==> src/rtl/otter_io_pkg.sv <==
// Shared definitions for OTTER IOBUS peripherals: register word offsets,
// CTRL field positions and the packed CTRL register type.
package otter_io_pkg;

    // Word offsets (IOBUS_ADDR[3:2]) of the timer registers.
    localparam logic [1:0] OFF_CTRL   = 2'd0;  // byte offset 0x0
    localparam logic [1:0] OFF_LOAD   = 2'd1;  // byte offset 0x4
    localparam logic [1:0] OFF_COUNT  = 2'd2;  // byte offset 0x8
    localparam logic [1:0] OFF_STATUS = 2'd3;  // byte offset 0xC

    // CTRL bit positions.
    localparam int CTRL_EN_BIT    = 0;
    localparam int CTRL_AUTO_BIT  = 1;
    localparam int CTRL_IE_BIT    = 2;
    localparam int CTRL_PRESC_LSB = 8;
    localparam int CTRL_PRESC_MSB = 15;

    typedef struct packed {
        logic [7:0] presc;
        logic       ie;
        logic       auto_reload;
        logic       en;
    } ctrl_t;

    // Extract the implemented CTRL fields from a bus word; reserved bits drop.
    function automatic ctrl_t ctrl_from_word(input logic [31:0] w);
        ctrl_t c;
        c.presc       = w[CTRL_PRESC_MSB:CTRL_PRESC_LSB];
        c.ie          = w[CTRL_IE_BIT];
        c.auto_reload = w[CTRL_AUTO_BIT];
        c.en          = w[CTRL_EN_BIT];
        return c;
    endfunction

    // Place CTRL fields back at their bus positions; reserved bits read 0.
    function automatic logic [31:0] ctrl_to_word(input ctrl_t c);
        logic [31:0] w;
        w = '0;
        w[CTRL_PRESC_MSB:CTRL_PRESC_LSB] = c.presc;
        w[CTRL_IE_BIT]                   = c.ie;
        w[CTRL_AUTO_BIT]                 = c.auto_reload;
        w[CTRL_EN_BIT]                   = c.en;
        return w;
    endfunction

endpackage

==> src/rtl/otter_tick_prescaler.sv <==
// Programmable tick divider: pulses tick for one cycle every presc+1 cycles
// while enabled. If presc is lowered below the current count, the counter
// runs on through its natural 8-bit wrap before matching again.
module otter_tick_prescaler (
    input  logic       clk,
    input  logic       rst_n,
    input  logic       enable,
    input  logic       clear,
    input  logic [7:0] presc,
    output logic       tick
);

    logic [7:0] cnt_q, cnt_d;

    assign tick = enable && (cnt_q == presc);

    // Next count: advance while enabled, return to zero on tick, stop or clear.
    always_comb begin
        // NOTE: default assignment first so every path drives cnt_d and no latch is inferred.
        cnt_d = cnt_q + 8'd1;
        if (!enable || clear || tick) begin
            cnt_d = '0;
        end
    end

    // Count register with synchronous active-low reset.
    always_ff @(posedge clk) begin
        // NOTE: non-blocking assignment so every flop samples pre-edge values.
        if (!rst_n) begin
            cnt_q <= '0;
        end else begin
            cnt_q <= cnt_d;
        end
    end

endmodule

==> src/rtl/otter_iobus_timer.sv <==
// Memory-mapped down-counting timer on the OTTER IOBUS: CTRL/LOAD/COUNT/STATUS
// registers, prescaled tick, one-shot or auto-reload expiry and a level IRQ.
// The counter is in RUN exactly when CTRL.EN is set, IDLE otherwise.
module otter_iobus_timer
    import otter_io_pkg::*;
#(
    parameter logic [31:0] BASE_ADDR = 32'h1100_0100
) (
    input  logic        CLOCK,
    input  logic        RESET,
    input  logic [31:0] IOBUS_ADDR,
    input  logic [31:0] IOBUS_OUT,
    input  logic        IOBUS_WR,
    output logic [31:0] IOBUS_IN,
    output logic        INTR
);

    ctrl_t       ctrl_q, ctrl_d;
    logic [31:0] load_q, load_d;
    logic [31:0] count_q, count_d;
    logic [31:0] rdata_q, rdata_d;
    logic        exp_q, exp_d;

    logic        hit;
    logic [1:0]  offset;
    logic        wr_ctrl, wr_load, wr_status;
    logic        presc_clear;
    logic        tick;
    logic        expire;
    logic        addr_lsb_unused;

    // Byte-lane bits are not decoded; registers are word-wide only.
    assign addr_lsb_unused = ^IOBUS_ADDR[1:0];

    assign hit       = (IOBUS_ADDR[31:4] == BASE_ADDR[31:4]);
    assign offset    = IOBUS_ADDR[3:2];
    assign wr_ctrl   = IOBUS_WR && hit && (offset == OFF_CTRL);
    assign wr_load   = IOBUS_WR && hit && (offset == OFF_LOAD);
    assign wr_status = IOBUS_WR && hit && (offset == OFF_STATUS);

    // Restart the tick phase when software turns the timer on.
    assign presc_clear = wr_ctrl && !ctrl_q.en && IOBUS_OUT[CTRL_EN_BIT];

    otter_tick_prescaler u_presc (
        .clk    (CLOCK),
        .rst_n  (RESET),
        .enable (ctrl_q.en),
        .clear  (presc_clear),
        .presc  (ctrl_q.presc),
        .tick   (tick)
    );

    assign expire = tick && (count_q == '0);

    // Register next state: tick processing first, then bus writes override.
    always_comb begin
        ctrl_d  = ctrl_q;
        load_d  = load_q;
        count_d = count_q;
        exp_d   = exp_q;

        // Tick is evaluated against the pre-write CTRL; COUNT stops at zero.
        if (tick) begin
            if (count_q != '0) begin
                count_d = count_q - 32'd1;
            end else if (ctrl_q.auto_reload) begin
                count_d = load_q;
            end else begin
                ctrl_d.en = 1'b0;
            end
        end

        // A written CTRL replaces whatever the expiry did to EN.
        if (wr_ctrl) begin
            ctrl_d = ctrl_from_word(IOBUS_OUT);
        end

        // LOAD writes also seed COUNT, beating a same-cycle decrement/reload.
        if (wr_load) begin
            load_d  = IOBUS_OUT;
            count_d = IOBUS_OUT;
        end

        // Write-1-to-clear, but a coincident expiry keeps EXP set.
        if (wr_status && IOBUS_OUT[0]) begin
            exp_d = 1'b0;
        end
        if (expire) begin
            exp_d = 1'b1;
        end
    end

    // Read mux for the addressed register; undecoded addresses read zero.
    always_comb begin
        rdata_d = '0;
        if (hit) begin
            case (offset)
                OFF_CTRL:   rdata_d = ctrl_to_word(ctrl_q);
                OFF_LOAD:   rdata_d = load_q;
                OFF_COUNT:  rdata_d = count_q;
                OFF_STATUS: rdata_d = {31'd0, exp_q};
                default:    rdata_d = '0;
            endcase
        end
    end

    // State and read-data registers with synchronous active-low reset.
    always_ff @(posedge CLOCK) begin
        if (!RESET) begin
            ctrl_q  <= '0;
            load_q  <= '0;
            count_q <= '0;
            exp_q   <= 1'b0;
            rdata_q <= '0;
        end else begin
            ctrl_q  <= ctrl_d;
            load_q  <= load_d;
            count_q <= count_d;
            exp_q   <= exp_d;
            rdata_q <= rdata_d;
        end
    end

    assign IOBUS_IN = rdata_q;
    assign INTR     = exp_q & ctrl_q.ie;

endmodule

==> config.mk <==
export PLATFORM = sky130hd
export DESIGN_NAME = otter_iobus_timer
export DESIGN_NICKNAME = d
export VERILOG_FILES = /design/src/rtl/otter_io_pkg.sv /design/src/rtl/otter_tick_prescaler.sv /design/src/rtl/otter_iobus_timer.sv
export SDC_FILE = /design/constraint.sdc
export NUM_CORES = 1
export LEC_CHECK = 0
export ABC_AREA = 1
export BUFFER_PORTS_ARGS = -buffer_cell sky130_fd_sc_hd__buf_2
export CELL_PAD_IN_SITES_DETAIL_PLACEMENT = 1
export CELL_PAD_IN_SITES_GLOBAL_PLACEMENT = 1
export CORE_MARGIN = 2
export CORE_UTILIZATION = 35
export DETAILED_ROUTE_END_ITERATION = 16
export HOLD_SLACK_MARGIN = 0.05
export PLACE_DENSITY_LB_ADDON = 0.1
export SYNTH_ARGS = -nofsm -noshare
export SYNTH_HDL_FRONTEND = slang
export SYNTH_HIERARCHICAL = 1
export SYNTH_SLANG_ARGS = --single-unit
==> constraint.sdc <==
create_clock -name CLOCK -period 2.1 [get_ports CLOCK]
set_input_delay 0.105 -clock CLOCK [delete_from_list [all_inputs] [get_ports CLOCK]]
set_output_delay 0.105 -clock CLOCK [all_outputs]
set_load 0.05 [all_outputs]
Word-level counts from Yosys, hierarchy flattened:

Index checks and enable logic that the tools add are counted.

* add/sub/neg operators: 2
* reduce and logical (&&, ||, !) cells: 23
* bitwise operators: 2
* mux-type cells: 11
* equality and inequality tests: 7

Operators with widths (count)
* $mux 32: 4
* $pmux 32 s4: 1
* $logic_not 32->1: 1
* $reduce_bool 32->1: 1
* $sub 32x1->32 const B: 1
* $eq 28x25->1 const B: 1
* $logic_and 1x1->1: 9
* $add 8x1->8 const B: 1
* $eq 8x8->1: 1
* $mux 1: 6
* $reduce_bool 2->1: 3
* $eq 2x2->1 const B: 2
* $reduce_and 2->1: 2
* $reduce_and 3->1: 1
* $reduce_bool 3->1: 1
* $eq 2x1->1 const B: 1
* $logic_not 2->1: 1
* $logic_or 1x1->1: 2
* $ne 2x1->1 const B: 1
* $ne 2x2->1 const B: 1
* $reduce_or 2->1: 1
* $and 1x1->1: 1
* $logic_not 1->1: 1
* $not 1->1: 1

* input bits: 67
* flip-flop bits (word level): 116

Longest topological paths before layout:

Gate-level depths: netlist (run 1).

* word-level depth: 8
* depth in mapped cells: 13
* depth with buffers taken out: 13

Cells and area by module:

Netlist (run 1), hierarchy kept.

By module, submodules not included
* otter_iobus_timer: cells each 946, instances 1, area an instance 5910.7 µm²
* otter_tick_prescaler: cells each 88, instances 1, area an instance 536.8 µm²

Worst setup path before layout (run 1):

Ideal clock, no wire load.

* kind: register -> register
* start point: register u_presc.cnt_q[3]
* end point: register count_q[11]
* buffers on the path: 1
* period minus slack after synthesis: 1.665 ns
* path slack: 0.435 ns
* arrival: 1.537 ns
* library setup time: 0.128 ns
* stages on the path, launching flop included: 13
* data required time: 1.972 ns
* cell sequence: dfxtp_1 inv_1 nand2_1 o21ai_0 nor2_1 nand2_1 nor3_1 nand2_2 buf_4 nand3_1 nand2_1 nor2_1 nor2_1

* word-level cells in the longest chain between the ends: 4

RTL lines
* start: declaration: RTL line otter_tick_prescaler.sv:13 `logic [7:0] cnt_q, cnt_d;`
* start signal: assignment: RTL line otter_tick_prescaler.sv:32 `cnt_q <= cnt_d;`
* $eq 8x8->1: RTL line otter_tick_prescaler.sv:15 `assign tick = enable && (cnt_q == presc);`
* $logic_and 1x1->1: RTL line otter_tick_prescaler.sv:15
* named net tick: RTL line otter_iobus_timer.sv:28 `logic tick;`
* $reduce_bool 2->1 (no source line)
* $reduce_and 2->1 (no source line)
* end signal: assignment: RTL line otter_iobus_timer.sv:118 `count_q <= count_d;`
* end: declaration: RTL line otter_iobus_timer.sv:20 `logic [31:0] count_q, count_d;`

The timed path passes the listed nets, and every way through them passes these cells.
A chain may end at the register's enable or synchronous reset.

Final worst setup path (run 1):

* start point: register count_q[20]
* end point: register count_q[26]

* word-level cells in the longest chain between the ends: 4
* elaborated cells between the ends (all ways): 7
* those cells by class: add/sub (1); mux (3); reduce/logical (3)

RTL lines
* $sub 32x1->32 / $reduce_bool 32->1 (equally long branches): RTL line otter_iobus_timer.sv:65, otter_iobus_timer.sv:64
* $mux 32: RTL line otter_iobus_timer.sv:64 `if (count_q != '0) begin`
* $mux 32: RTL line otter_iobus_timer.sv:63 `if (tick) begin`
* $mux 32: RTL line otter_iobus_timer.sv:79 `if (wr_load) begin`

Parallel ways exist; a longest one is shown, timed or not. The select of a mux whose other input is x is not followed.

==> impl_metrics.yaml, run 1 <==
route:
  vias: 7010
  first_pass_iters: 4
  first_iter_violations: 313
  postRouteWirelength_microns: 22000
  antenna_left: 0
  viasPerCell: 4.93
  drc_errors: 0
  avgRoutedWirePerCell_microns: 15.5
timing:
  layout_setup_ws_ns: 0.152
  max_freq_mhz: 513
  fin_crit_sh: 0.928
  finalSetupViolCount: 0
  hold_viol: 0
  setup_tns_ns: 0
  maxSlewHeadroom: 0.645
  min_period_ns: 1.95
  final_max_slew_viol_count: 0
  rsz0062_at_grt: "false"
  fin_skew_ns: 0.0124
  tightestPinTransition_ns: 0.532
finish:
  diodes: 0
  final_common_cell: "nand2_1"
  finalNetCount: 1249
  fin_area_sq_mm: 0.00825
  area_growth_pct: 27.9
  fin_util: 0.457
  mostFrequentLayoutCells: "321 x nand2_1, 209 x nor2_1, 116 x dfxtp_1, 97 x buf_2, 74 x inv_1"
  drive_gt1_frac: 0.172
clock_network:
  cts.clk_slew.worst_paths_ns: 0.06
  numCtsBuffers: 17
  clockBufferDepth: 2
  htreeDepth: 4
  cts_num_sinks: 116
  cts_tree: "done"
  cts-root-buf: "clkbuf_16"
  post-cts-setup-buffers: 0
  clock_latency_ns: 0.43
placed_design:
  place_ws_ns: 0.149
  place_congestion: 0.893
  dpl_cell_area_sq_mm: 0.00731
  io_buffer_count: 97
  hpwl_microns: 16200
global_route:
  grt_pass1_wl_microns: 36500
  grt_max_degree: 41
  grt_pass1_vias: 7111
  antenna_found_initial: 0
  grt_use_total: 0.234
  overflow: 0
synth:
  ys_ff_latch: 116
  syn_area_sq_mm: 0.00645
  synth_edf_count: 0
  seq_area_frac_synth: 0.360
  synthArstFlopShare: 0
  ys.flop_type: "dfxtp_1"
  ys_types: 41
  ys_warn_count: 6
  postSynthAreaPerCell_sq_um: 6.24
  syn_nets: 1104
  synthCells: 1034
worst_setup_path:
  end_kind: "flip-flop"
  crit_chain: "nor2_1, nand2_1, nor2_1, nand3_2, buf_12, o21ai_0, nor2_1, nor2_1, nor2_1"
  path_common_cell: "nor2_1"
  critical_path_arrival_ns: 2.26
  critPathLaunchType: "flip-flop"
  worstSetupPathType: "reg -> reg"
  max_stage_delay_ns: 0.31
  crit_slowest_cell: "dfxtp_1"
  cp_top_family: "simple AND/OR/NAND/NOR gates"
  critPathMaxFanout: 28
  worst-path-buf-inv: 1
  cp_data_required_time_ns: 2.41
pwr:
  power_w: 0.00537
  power_density_mw_per_mm2: 652
  leakage_nw: 3.78
  vdd_ir_drop_max_uv: 533
floorplanning:
  die-height_microns: 140
  start_util: 0.358
  fp-row-count: 49
  die_area_sq_mm: 0.0195
  ios: 100
  core-area_sq_mm: 0.0180
  die_w_microns: 140
job:
  maxCapViolCount: 0
min_path:
  min_path_type: "in -> reg"
run_status:
  status: "finished clean"
## logic make-up after synthesis
group                    after synthesis  share of synthesized area
AND/OR/NAND/NOR                      643                      0.421
adder cells (fa/ha/maj)                3                    0.00582
XOR/XNOR                              14                     0.0190
AO/OA/AOI/OAI                        138                      0.112
flip-flops                           116                      0.360
buffers and inverters                120                     0.0821
## worst paths after layout
path / from / end / slack (ns) / cells after the start
setup / recovery: count_q[20] / count_q[26] / 0.15 / 9
hold / removal: IOBUS_ADDR[2] / exp_q / 0.1 / 4
setup reg to reg: count_q[20] / count_q[26] / 0.15 / 9
hold reg to reg: load_q[19] / load_q[19] / 0.48 / 2
## cell usage after synthesis (7+ instances only)
| cell type | instances | area, sq um |
|---|---|---|
| a21oi_1 | 67 | 335 |
| nand2_2 | 7 | 43.8 |
| buf_2 | 7 | 35.0 |
| a31oi_1 | 8 | 50.1 |
| nor2_1 | 209 | 785 |
| o21ai_0 | 32 | 160 |
| nand4_1 | 13 | 81.3 |
| nand3_1 | 50 | 250 |
| dfxtp_1 | 116 | 2320 |
| nand2_1 | 321 | 1200 |
| inv_1 | 74 | 278 |
| nor2_2 | 15 | 93.8 |
| clkbuf_1 | 17 | 63.8 |
| o21ai_1 | 25 | 125 |
| xor2_1 | 12 | 105 |
## layout make-up
type / count / area (sq um)
fillers: 2464 / 9780
multi-input cells: 798 / 3620
flip-flops and latches: 116 / 2320
repair buffers: 166 / 1120
clock buffers: 21 / 470
inverters: 80 / 302
well taps: 229 / 287
clock inverters: 11 / 128
## layer usage
metal	wire, microns	vias up	GRT usage	share of wire
met5	0	-	0	0
met4	290	0	0.0558	0.013
met3	660	21	0.0544	0.030
met2	11000	84	0.414	0.50
met1	10100	3337	0.288	0.46
li1	-	3568	-	-
## state kept, by name, indices dropped and copies added (netlist names)
name / count
count_q: 32
ctrl_q: 11
u_presc/cnt_q: 8
exp_q: 1
load_q: 32
IOBUS_IN: 32
## per-stage QoR
stage	hold slack, ns	instances
after floorplan	0.240	1034
after global placement	0.356	1357
after detailed placement	0.368	1357
after CTS	0.0818	1421
after global routing	0.120	1421
final	0.0985	1421
## worst reg2reg max path: stages, from the launching register on
cell and delay (ns):
dfxtp_1 0.31, nor2_1 0.21, nand2_1 0.17, nor2_1 0.28, nand3_2 0.21, buf_12 0.22, o21ai_0 0.18, nor2_1 0.06
nor2_1 0.13, nor2_1 0.06
## power breakdown
part | total, W | leakage [nW] | internal [W] | switching, W
Clock | 0.00296 | 0.285 | 0.00184 | 0.00111
Sequential | 0.00220 | 0.934 | 0.00220 | 0.00000000000158
Combinational | 0.000215 | 2.56 | 0.000103 | 0.000112
Total | 0.00537 | 3.78 | 0.00415 | 0.00123
## timing repair
action                                  4_1_cts  5_1_grt
hold buffers                                 32        0
hold endpoints to repair                     61        0
endpoints found under the setup margin        0        4
gates resized for setup                       0        3
Note: power is estimated with default switching activity, not from simulation.
==> run 2, diff against run 1 <==
Settings changed: ABC_AREA 1 to not set, CORE_MARGIN 2 to not set.
Clock period 2.1 ns to 1.6 ns, I/O delays scaled along.
==> run 2 against run 1 <==
Net effect:
- the run now ends with setup timing left
- combinational power rose by 60%
- sequential share of layout area fell by 3.9 points
- count of clock-buffer cells in the layout did not move
- routed wire length rose by 18%
- die area fell by 14%
- sequential power rose by 31%
- final cell count fell by 14%
- clock skew fell by 0.0015 ns
- worst hold slack improved by 0.13 ns
- highest routed layer unchanged
==> impl_metrics.yaml, run 2 <==
pwr:
  p_int_w: 0.00567
  p_comb_frac: 0.047
  p_sw_w: 0.00159
  power_density_mw_per_mm2: 752
  swShare: 0.219
  power_frac_seq: 0.397
  vdd_ir_drop_max_uv: 744
  power_w: 0.00727
  power_frac_clock: 0.555
  leakage_nw: 4.01
synth:
  synth.area.top_cells: "dfxtp_1 41%, a21oi_1 6.4%, nand2_1 6.0%"
  synth_edf_count: 0
  ys_warn_count: 6
  synthCells: 703
  synthArstFlopShare: 0
  synth_top_area_cell: "dfxtp_1"
  postSynthAreaPerCell_sq_um: 8.09
  syn_nets: 773
  ys.flop_type: "dfxtp_1"
  ys_types: 62
  seq_area_frac_synth: 0.408
  ys_ff_latch: 116
  syn_area_sq_mm: 0.00569
  synth_common_cells: "116 x dfxtp_1, 91 x nand2_1, 77 x nor2_1"
  synth_top_area_frac: 0.408
  synth.most_common_cell: "dfxtp_1"
worst_setup_path:
  r2r_cells: 8
  max_stage_delay_ns: 0.49
  critPathLaunchType: "flip-flop"
  critical_path_arrival_ns: 2.61
  critPathMaxFanout: 2
  worst-path-buf-inv: 1
  rrSetupSlack_ns: -0.67
  rr_endpoint: "count_q[24]"
  cp_top_family: "simple AND/OR/NAND/NOR gates"
  crit_slowest_cell: "or4_4"
  worstSetupPathType: "reg -> reg"
  reg2reg_from: "count_q[0]"
  crit_chain: "inv_4, ha_4, or4b_4, or4_4, nor3_4, xnor2_1, a211o_1, a31oi_1"
  cp_data_required_time_ns: 1.94
  end_kind: "flip-flop"
clock_network:
  htreeDepth: 4
  cts_num_sinks: 116
  clockBufferDepth: 2
  cts_tree: "done"
  cts-root-buf: "clkbuf_16"
  cts.clk_slew.worst_paths_ns: 0.06
  clock_latency_ns: 0.42
  numCtsBuffers: 17
timing:
  fin_hold_ws_ns: 0.224
  hold_viol: 0
  layout_setup_ws_ns: -0.673
  maxSlewHeadroom: 0.385
  rsz0062_at_grt: "true"
  fin_skew_ns: 0.0109
  finalSetupViolCount: 34
  min_period_ns: 2.27
  fin_crit_sh: 1.42
  setup_tns_ns: -17.33
  max_freq_mhz: 440
  final_max_slew_viol_count: 0
  tightestPinTransition_ns: 0.920
floorplanning:
  ios: 100
  core-area_sq_mm: 0.0159
  fp-row-count: 46
  die-height_microns: 130
  die_area_sq_mm: 0.0168
  start_util: 0.358
  die_w_microns: 130
finish:
  final_common_cell: "buf_4"
  finalNetCount: 1065
  fill_cells: 1840
  area_growth_pct: 69.8
  drive_gt1_frac: 0.448
  diodes: 0
  mostFrequentLayoutCells: "150 x buf_4, 100 x dfxtp_1, 97 x buf_2, 85 x nand2_1, 75 x nor2_1"
min_path:
  min_path_type: "in -> reg"
  min-delay-start: "IOBUS_WR"
  hold_path_depth: 4
  min_to: "count_q[7]"
placed_design:
  hpwl_microns: 17400
  place_congestion: 0.936
  io_buffer_count: 97
global_route:
  overflow: 0
  grt_max_degree: 41
  grt_pass1_wl_microns: 38700
  grt_use_total: 0.308
  grt_pass1_vias: 7149
  antenna_found_initial: 0
route:
  viasPerCell: 5.60
  avgRoutedWirePerCell_microns: 21.2
  first_pass_iters: 5
  postRouteWirelength_microns: 25900
  drc_errors: 0
  vias: 6853
  first_iter_violations: 347
  antenna_left: 0
run_status:
  violations: "setup timing"
  status: "complete, but fails checks"
job:
  maxCapViolCount: 0
-- run 2: cell types whose count changed after synthesis, sizes merged, moves of 19 or more --
cell / before / now
mux2i: 0 / 23
clkbuf: 18 / 44
a22oi: 0 / 21
nand3: 54 / 20
inv: 76 / 11
nor2: 229 / 78
o21ai: 57 / 30
nand2: 331 / 91
nor4: 1 / 20
-- run 2: kinds of logic (layout without fill, tap and decap cells) --
logic type	count (synthesis)	count (layout)	share of synthesized area
adders and majority gates	3	3	0.00660
DFF	116	116	0.408
AOI/OAI and AO/OA	200	200	0.227
and+or+nand+nor	277	277	0.239
buffers and inverters	64	368	0.0460
xor gates and xnor gates	18	18	0.0277
muxes	25	25	0.0464
-- run 2: per-stage QoR --
stage	utilization	instance area (sq um)	setup WS [ns]	instances
final	0.608	9660	-0.673	1223
after global routing	0.608	9660	-0.728	1223
after CTS	0.593	9420	-0.645	1218
after detailed placement	0.497	7900	-0.839	1133
after global placement	0.497	7900	-0.810	1133
after floorplan	-	6120	-0.631	703
-- run 2: tightest hold or removal path, delay by kind of cell --
kind                   cells  cell delay [ns]
buffers and inverters      2             0.32
and+or+nand+nor            1             0.11
AOI/OAI and AO/OA          1             0.07
-- run 2: layout make-up --
cell class | instances | area (sq um) | share of cell area
sequential | 116 | 2340 | 0.243
inverter | 11 | 53.8 | 0.00557
clock buffer | 21 | 450 | 0.0466
multi-input combinational | 523 | 3850 | 0.398
clock inverter | 10 | 156 | 0.0162
timing repair buffer | 326 | 2540 | 0.263
tap | 216 | 270 | 0.0280
-- run 2: power groups by stage --
stage               combinational, W  sequential [W]  clock [W]
CTS                         0.000330         0.00289    0.00406
global route                0.000361         0.00289    0.00419
global placement            0.000259         0.00295          0
floorplan                  0.0000954         0.00295          0
finish                      0.000343         0.00289    0.00403
detailed placement          0.000263         0.00295          0
-- run 2: layer usage --
| metal | track usage | up-vias | routed length, microns |
|---|---|---|---|
| met5 | 0 | - | 0 |
| met4 | 0.114 | 0 | 724 |
| met3 | 0.0603 | 63 | 1480 |
| met2 | 0.504 | 247 | 12400 |
| met1 | 0.401 | 3390 | 11300 |
| li1 | - | 3153 | - |
-- run 2: how the worst max path moves through the flow --
| stage | endpoint | cells after the start | start |
|---|---|---|---|
| after floorplan | count_q[24] | 9 | count_q[0] |
| after global routing | count_q[24] | 8 | count_q[0] |
| final | count_q[24] | 8 | count_q[0] |
| after CTS | count_q[31] | 6 | count_q[25] |
| after detailed placement | count_q[13] | 10 | count_q[25] |
| after global placement | count_q[13] | 10 | count_q[25] |
-- run 2: repair_timing --
| item | in CTS | in global routing |
|---|---|---|
| endpoints found under the hold margin | 74 | 0 |
| pin swaps | 56 | 24 |
| setup endpoints to repair | 34 | 34 |
| gates cloned | 1 | 0 |
| buffers inserted | 23 | 8 |
| gates resized for setup | 102 | 39 |
| hold buffers | 33 | 0 |
==> run 3, diff against run 2 <==
Settings changed: MAX_ROUTING_LAYER set to met4.
==> run 3 against run 2 <==
Net effect:
- the flow still finishes with violations (setup timing)
- power is 4.9% lower
- via count is 0.54% higher
- clock power is 8.7% lower
- critical path depth is 2 lower
- sequential share of layout area is 0.28 points lower
- design area is 1.2% higher
- flip-flop and latch count stayed put
- combinational power is 1% higher
- register-to-register slack hardly changed
- setup slack better by 0.0047 ns
- first-iteration DRC count is 2.9% higher
- highest routed layer unchanged
==> impl_metrics.yaml, run 3 (synthesized netlist as in run 2, its figures left out) <==
global_route:
  grt_max_degree: 41
  grt_use_total: 0.321
  grt_pass1_vias: 7159
  overflow: 0
  grt_pass1_wl_microns: 39000
  antenna_found_initial: 0
min_path:
  min_path_type: "in -> reg"
finish:
  area_growth_pct: 71.9
  diodes: 0
  final_cells: 1232
  drive_gt1_frac: 0.454
  final_common_cell: "buf_4"
  mostFrequentLayoutCells: "156 x buf_4, 103 x dfxtp_1, 97 x buf_2, 85 x nand2_1, 74 x nor2_1"
  seqCellArea_sq_mm: 0.00235
  finalNetCount: 1076
  fill_cells: 1854
  multi_input_comb_area_sq_mm: 0.00388
pwr:
  p_comb_frac: 0.050
  power_density_mw_per_mm2: 706
  leakage_nw: 4.03
  swShare: 0.225
  vdd_ir_drop_max_uv: 651
  p_int_w: 0.00536
  p_sw_w: 0.00155
  power_frac_clock: 0.532
  power_frac_seq: 0.418
worst_setup_path:
  critical_path_arrival_ns: 2.62
  worstSetupPathType: "reg -> reg"
  cp_top_family: "simple AND/OR/NAND/NOR gates"
  crit_slowest_cell: "or4_4"
  cp_data_required_time_ns: 1.96
  critPathLaunchType: "flip-flop"
  critPathMaxFanout: 2
  end_kind: "flip-flop"
  max_stage_delay_ns: 0.57
  worst-path-buf-inv: 0
  path_common_cell: "or4_4"
  crit_chain: "or4_4, or3_4, or4_4, nor2_4, mux2i_1, a22o_1"
clock_network:
  clockBufferDepth: 2
  cts_num_sinks: 116
  htreeDepth: 4
  cts-root-buf: "clkbuf_16"
  clock_latency_ns: 0.41
  cts.clk_slew.worst_paths_ns: 0.05
  cts_tree: "done"
  numCtsBuffers: 17
timing:
  fin_skew_ns: 0.00863
  finalSetupViolCount: 34
  min_period_ns: 2.27
  maxSlewHeadroom: 0.444
  fin_crit_sh: 1.42
  rsz0062_at_grt: "true"
  tightestPinTransition_ns: 0.830
  setup_tns_ns: -18.40
  layout_setup_ws_ns: -0.669
  max_freq_mhz: 441
  hold_viol: 0
  final_max_slew_viol_count: 0
floorplanning:
  start_util: 0.358
  fp-row-count: 46
  die_w_microns: 130
  die_area_sq_mm: 0.0168
  core-area_sq_mm: 0.0159
  die-height_microns: 130
  ios: 100
placed_design:
  io_buffer_count: 97
  place_ws_ns: -0.834
  hpwl_microns: 17600
  dp.cells: 1127
  place_congestion: 0.939
route:
  first_iter_violations: 357
  avgRoutedWirePerCell_microns: 21.2
  drc_errors: 0
  viasPerCell: 5.59
  vias: 6890
  antenna_left: 0
  first_pass_iters: 4
  postRouteWirelength_microns: 26100
job:
  maxCapViolCount: 0
run_status:
  status: "complete, but fails checks"
  violations: "setup timing"
## run 3: changes by cell type in the layout (fill, tap and decap cells not counted), sizes merged
cell,previous run,this run
clkinv,5,2
buf,293,304
clkbuf,21,25
bufinv,4,1
## run 3: worst reg2reg max path, cell delays in order, from the launching register on
cell and delay (ns):
dfxtp_2 0.32, or4_4 0.53, or3_4 0.34, or4_4 0.57
nor2_4 0.11, mux2i_1 0.21, a22o_1 0.14
## run 3: per-layer routing
| layer | share of wire | GRT usage |
|---|---|---|
| met1 | 0.44 | 0.399 |
| met2 | 0.48 | 0.522 |
| met3 | 0.046 | 0.0479 |
| met4 | 0.027 | 0.130 |
| met5 | 0 | - |
## run 3: cell type report
cell class,instances,share of cell area
Clock inverter,4,0.00486
Sequential cell,116,0.240
Timing Repair Buffer,337,0.274
Inverter,11,0.00576
Multi-Input combinational cell,523,0.397
Clock buffer,25,0.0517
Tap cell,216,0.0276
## run 3: metrics by stage
step | total power, W | utilization | hold slack, ns | instance area [sq um]
after floorplan | 0.00305 | - | 0.186 | 6120
after global placement | 0.00321 | 0.499 | 0.316 | 7920
after detailed placement | 0.00322 | 0.499 | 0.316 | 7920
after CTS | 0.00692 | 0.589 | 0.161 | 9350
after global routing | 0.00707 | 0.616 | 0.201 | 9780
final | 0.00691 | 0.616 | 0.175 | 9780
## run 3: what timing repair did
action,4_1_cts,5_1_grt
hold endpoints to repair,71,0
setup buffers,24,24
gates resized for setup,81,70
setup endpoints to repair,34,35
pin swaps,49,42
hold buffers,33,0
## run 3: power by group through the flow
stage	registers [W]	logic, W	clock network [W]
after floorplan	0.00295	0.0000954	0
after global placement	0.00295	0.000263	0
after detailed placement	0.00295	0.000267	0
after CTS	0.00289	0.000336	0.00370
after global routing	0.00288	0.000365	0.00382
final	0.00288	0.000347	0.00368
## run 3: final timing paths
check | cells past startpoint | from | end | slack, ns
setup / recovery | 6 | count_q[27] | count_q[31] | -0.67
hold / removal | 4 | IOBUS_WR | count_q[14] | 0.18
setup reg to reg | 6 | count_q[27] | count_q[31] | -0.67
hold reg to reg | 2 | load_q[31] | load_q[31] | 0.48
